<file path="src/rtl/pipeline_stage_reg.sv">
// Inter-stage pipeline register with valid/ready flow control, synchronous flush
// and an optional two-entry skid buffer that keeps in_ready a registered signal.
module pipeline_stage_reg #(
    parameter int unsigned      WIDTH        = 64,
    parameter bit               SKID         = 1'b1,
    parameter logic [WIDTH-1:0] BUBBLE_VAL   = '0,
    parameter bit               CLR_ON_FLUSH = 1'b1
) (
    input  logic             clk,
    input  logic             rst,
    input  logic             in_valid,
    output logic             in_ready,
    input  logic [WIDTH-1:0] in_data,
    input  logic             flush,
    output logic             out_valid,
    input  logic             out_ready,
    output logic [WIDTH-1:0] out_data,
    output logic [1:0]       occupancy
);

    logic [WIDTH-1:0] main_q;
    logic             accept;
    logic             emit;

    assign accept   = in_valid & in_ready;
    assign emit     = out_valid & out_ready;
    // Held data is masked while empty so downstream always sees a clean bubble.
    assign out_data = out_valid ? main_q : BUBBLE_VAL;

    if (SKID) begin : g_skid
        // The state encoding doubles as the occupancy count.
        typedef enum logic [1:0] {
            ST_EMPTY = 2'd0,
            ST_ONE   = 2'd1,
            ST_FULL  = 2'd2
        } state_e;

        state_e           state_q;
        logic             in_ready_q;
        logic [WIDTH-1:0] skid_q;

        assign in_ready  = in_ready_q;
        assign out_valid = (state_q != ST_EMPTY);
        assign occupancy = state_q;

        always_ff @(posedge clk) begin
            if (rst || flush) begin
                state_q    <= ST_EMPTY;
                in_ready_q <= 1'b1;
                if (CLR_ON_FLUSH) begin
                    main_q <= BUBBLE_VAL;
                    skid_q <= BUBBLE_VAL;
                end
            end else begin
                case (state_q)
                    ST_EMPTY: begin
                        if (accept) begin
                            main_q  <= in_data;
                            state_q <= ST_ONE;
                        end
                    end
                    ST_ONE: begin
                        if (accept && !emit) begin
                            skid_q     <= in_data;
                            state_q    <= ST_FULL;
                            in_ready_q <= 1'b0;
                        end else if (accept && emit) begin
                            main_q <= in_data;
                        end else if (emit) begin
                            state_q <= ST_EMPTY;
                        end
                    end
                    ST_FULL: begin
                        if (emit) begin
                            main_q     <= skid_q;
                            state_q    <= ST_ONE;
                            in_ready_q <= 1'b1;
                        end
                    end
                    default: begin
                        state_q    <= ST_EMPTY;
                        in_ready_q <= 1'b1;
                    end
                endcase
            end
        end
    end else begin : g_single
        logic             valid_q;
        logic             valid_d;
        logic [WIDTH-1:0] main_d;

        // Combinational ready: a full stage can take a new word only if the
        // current one leaves in the same cycle.
        assign in_ready  = !valid_q | out_ready;
        assign out_valid = valid_q;
        assign occupancy = {1'b0, valid_q};

        always_comb begin
            valid_d = valid_q;
            main_d  = main_q;
            if (rst || flush) begin
                valid_d = 1'b0;
                if (CLR_ON_FLUSH) begin
                    main_d = BUBBLE_VAL;
                end
            end else if (accept) begin
                valid_d = 1'b1;
                main_d  = in_data;
            end else if (emit) begin
                valid_d = 1'b0;
            end
        end

        always_ff @(posedge clk) begin
            valid_q <= valid_d;
            main_q  <= main_d;
        end
    end

endmodule
</file>
<file path="config.mk">
export PLATFORM = sky130hd
export DESIGN_NAME = pipeline_stage_reg
export DESIGN_NICKNAME = d
export VERILOG_FILES = /design/src/rtl/pipeline_stage_reg.sv
export SDC_FILE = /design/constraint.sdc
export NUM_CORES = 1
export LEC_CHECK = 0
export BUFFER_PORTS_ARGS = -buffer_cell sky130_fd_sc_hd__buf_2
export CAP_MARGIN = 5
export CORE_ASPECT_RATIO = 0.6
export CORE_MARGIN = 2
export CORE_UTILIZATION = 40
export DETAILED_ROUTE_END_ITERATION = 10
export PLACE_DENSITY = 0.71
export SLEW_MARGIN = 20
export SYNTH_ARGS = -nofsm -noshare
export SYNTH_HDL_FRONTEND = slang
export SYNTH_SLANG_ARGS = --single-unit
</file>
<file path="constraint.sdc">
create_clock -name clk -period 2.7 [get_ports clk]
set_input_delay 0.135 -clock clk [delete_from_list [all_inputs] [get_ports clk]]
set_output_delay 0.135 -clock clk [all_outputs]
set_load 0.05 [all_outputs]
</file>
==> impl_metrics.yaml <==
yosys:
  yosysTopAreaCell: "dfxtp_1"
  synth_cell_type_count: 23
  syn_area_um2: 5550
  seq_area_frac_synth: 0.472
  synth_warnings: 0
  ys_ff_latch: 131
  synthCells: 657
  syn_nets: 726
  yosys-top-cells-area: "dfxtp_1, a21oi_1, mux2i_1"
  synth_area_per_cell_um2: 8.45
  synth_top_cell_area_share: 0.472
sta:
  rsz0062_at_grt: "false"
  relSlewSlack: 0.378
  finalSetupViolCount: 0
  min_period_ns: 2.12
  final_max_slew_viol_count: 0
  tightest_slew_ns: 0.934
  finClkSkew_ns: 0.00697
  hold_viol: 0
  fin_tns_setup_ns: 0
  finalCritPeriodShare: 0.786
  fmax_mhz: 471
flow_run:
  max_cap_violations: 0
drt:
  drtAntennaViolNets: 0
  detail_route.wirelength_um: 14200
  firstDrtPassIters: 4
  drt_iter0_drc: 285
  drc: 0
  wl_per_cell_um: 13.9
  vias: 4992
  routed_via_density: 4.90
placement:
  gp_congestion: 0.760
  place_inst: 924
  portBuffers: 136
  hpwl_um: 8700
power_and_ir_drop:
  switchingPower_uw: 1170
  p_leak_uw: 0.00338
  p_clk_frac: 0.495
  cellPowerDensity_nw_per_um2: 640
  intPower_uw: 3650
  combPwrFrac: 0.088
  switching_share: 0.243
  power_frac_seq: 0.417
  peakVddDrop_uv: 317
  power_uw: 4820
global_routing:
  grt_util_all_layers: 0.196
  grt_pass1_wl_um: 23100
  grt_max_degree: 71
  grt_pass1_vias: 4607
  grt_overflow: 0
  grt_antenna_before_repair: 0
layout:
  nets: 900
  diodes: 0
  drive_gt1_frac: 0.224
  finalNonFillerCells: 1019
  area_growth_pct: 35.7
critical_path:
  crit_path_max_fanout: 30
  path_class: "flop to output pin"
  cp-end-kind: "output pin"
  crit_required_ns: 2.57
  arrival_ns: 1.99
  cp-start-kind: "flop"
clock_tree:
  clk_latency_ns: 0.41
  cts_max_path_buffers: 2
  ctsHoldBuffers: 63
  htreeDepth: 4
  clockRootBuffer: "clkbuf_16"
  clkTransAtPathRegs_ns: 0.06
  cts_tree: "built"
  cts_resized: 0
  cts_setup_buffers: 0
  numClockSinks: 131
  numCtsBuffers: 17
floorplanning:
  pin_count: 137
  dieHeight_um: 95.2
  die_area_um2: 14900
  coreArea_um2: 13600
  dieWidth_um: 156
  num_rows: 33
  start_util: 0.409
status:
  status: "finished clean"
worst_hold_path:
  hp-class: "primary input to flop"
## power by group through the flow
stage / registers [µW] / clock network, µW / logic (µW)
floorplan: 2050 / 0 / 230
global placement: 2050 / 0 / 348
detailed placement: 2050 / 0 / 350
CTS: 2010 / 2440 / 422
global route: 2020 / 2540 / 464
finish: 2010 / 2390 / 423
## through the flow
step / instance area, µm² / worst slack (ns) / hold slack [ns] / utilization
3_5_place_dp: 6280 / 0.815 / 0.398 / 0.463
4_1_cts: 7530 / 0.576 / 0.0108 / 0.554
5_1_grt: 7530 / 0.458 / 0.0208 / 0.554
6_report: 7530 / 0.578 / 0.0239 / 0.554
2_1_floorplan: 5550 / 0.483 / 0.271 / -
3_3_place_gp: 6280 / 0.886 / 0.391 / 0.463
## layout by cell type, fill, tap and decap left out, types with 2 or more instances in the layout
cell / synthesis / routed
nor2b_1: 64 / 64
inv_6: 0 / 3
clkinvlp_4: 0 / 4
bufinv_16: 0 / 3
o21ai_0: 65 / 65
buf_2: 22 / 136
nor2_1: 6 / 4
buf_4: 7 / 12
a21oi_1: 129 / 129
dfxtp_1: 131 / 131
dlygate4sd3_1: 0 / 63
nand2_1: 130 / 130
mux2i_1: 64 / 64
clkbuf_16: 0 / 17
clkinv_4: 0 / 3
nor2_4: 0 / 2
## critical path: stages (launching register included)
cell,delay (ns)
dfxtp_1,0.64
nor2_4,0.15
buf_4,0.27
nor2b_1,0.21
buf_2,0.30
## Yosys cell counts
| master | count |
|---|---|
| inv_1 | 1 |
| buf_6 | 6 |
| buf_4 | 7 |
| nor3_1 | 1 |
| a21oi_1 | 129 |
| nand2_1 | 130 |
| o21a_1 | 1 |
| nor2b_1 | 64 |
| clkbuf_1 | 21 |
| xor2_1 | 1 |
| nand3b_1 | 1 |
| nor2_1 | 6 |
| mux2i_1 | 64 |
| buf_1 | 1 |
| nor3b_2 | 1 |
| o21ai_0 | 65 |
| or2_2 | 1 |
| nor2b_4 | 1 |
| nand2b_1 | 1 |
| o31ai_2 | 1 |
| or3b_1 | 1 |
| buf_2 | 22 |
| dfxtp_1 | 131 |
## layout make-up
type | instances | area, µm²
sequential | 131 | 2620
fill | 1235 | 6050
clock inverter | 14 | 178
timing repair buffer | 212 | 1420
tap | 175 | 219
clock buffer | 18 | 439
multi-input combinational | 468 | 2650
inverter | 1 | 3.75
## per-layer routing
metal	track usage	wire, µm	up-vias
met4	0.0550	107	0
met3	0.0441	898	11
met5	0	0	-
met1	0.278	7110	2248
li1	-	-	2562
met2	0.301	6040	171
## sequential cells by signal, indices dropped and copies added, names as in the netlist
name	count
occupancy	2
g_skid.skid_q	64
main_q	64
in_ready	1
## cell families after synthesis
kind of cell / share of synthesized area
DFF: 0.472
xor gates and xnor gates: 0.00158
AOI/OAI and AO/OA: 0.179
buffers and inverters: 0.0570
muxes: 0.115
and+or+nand+nor: 0.175
## path summary, 6_finish.rpt
kind | from | endpoint | slack, ns | cells past startpoint
min | in_data[45] | g_skid.skid_q[45] | 0.02 | 3
max reg2reg | occupancy[1] | main_q[32] | 0.76 | 5
min reg2reg | g_skid.skid_q[2] | g_skid.skid_q[2] | 0.45 | 2
max | occupancy[1] | out_data[51] | 0.58 | 4
(Power assumes the default switching activity.)
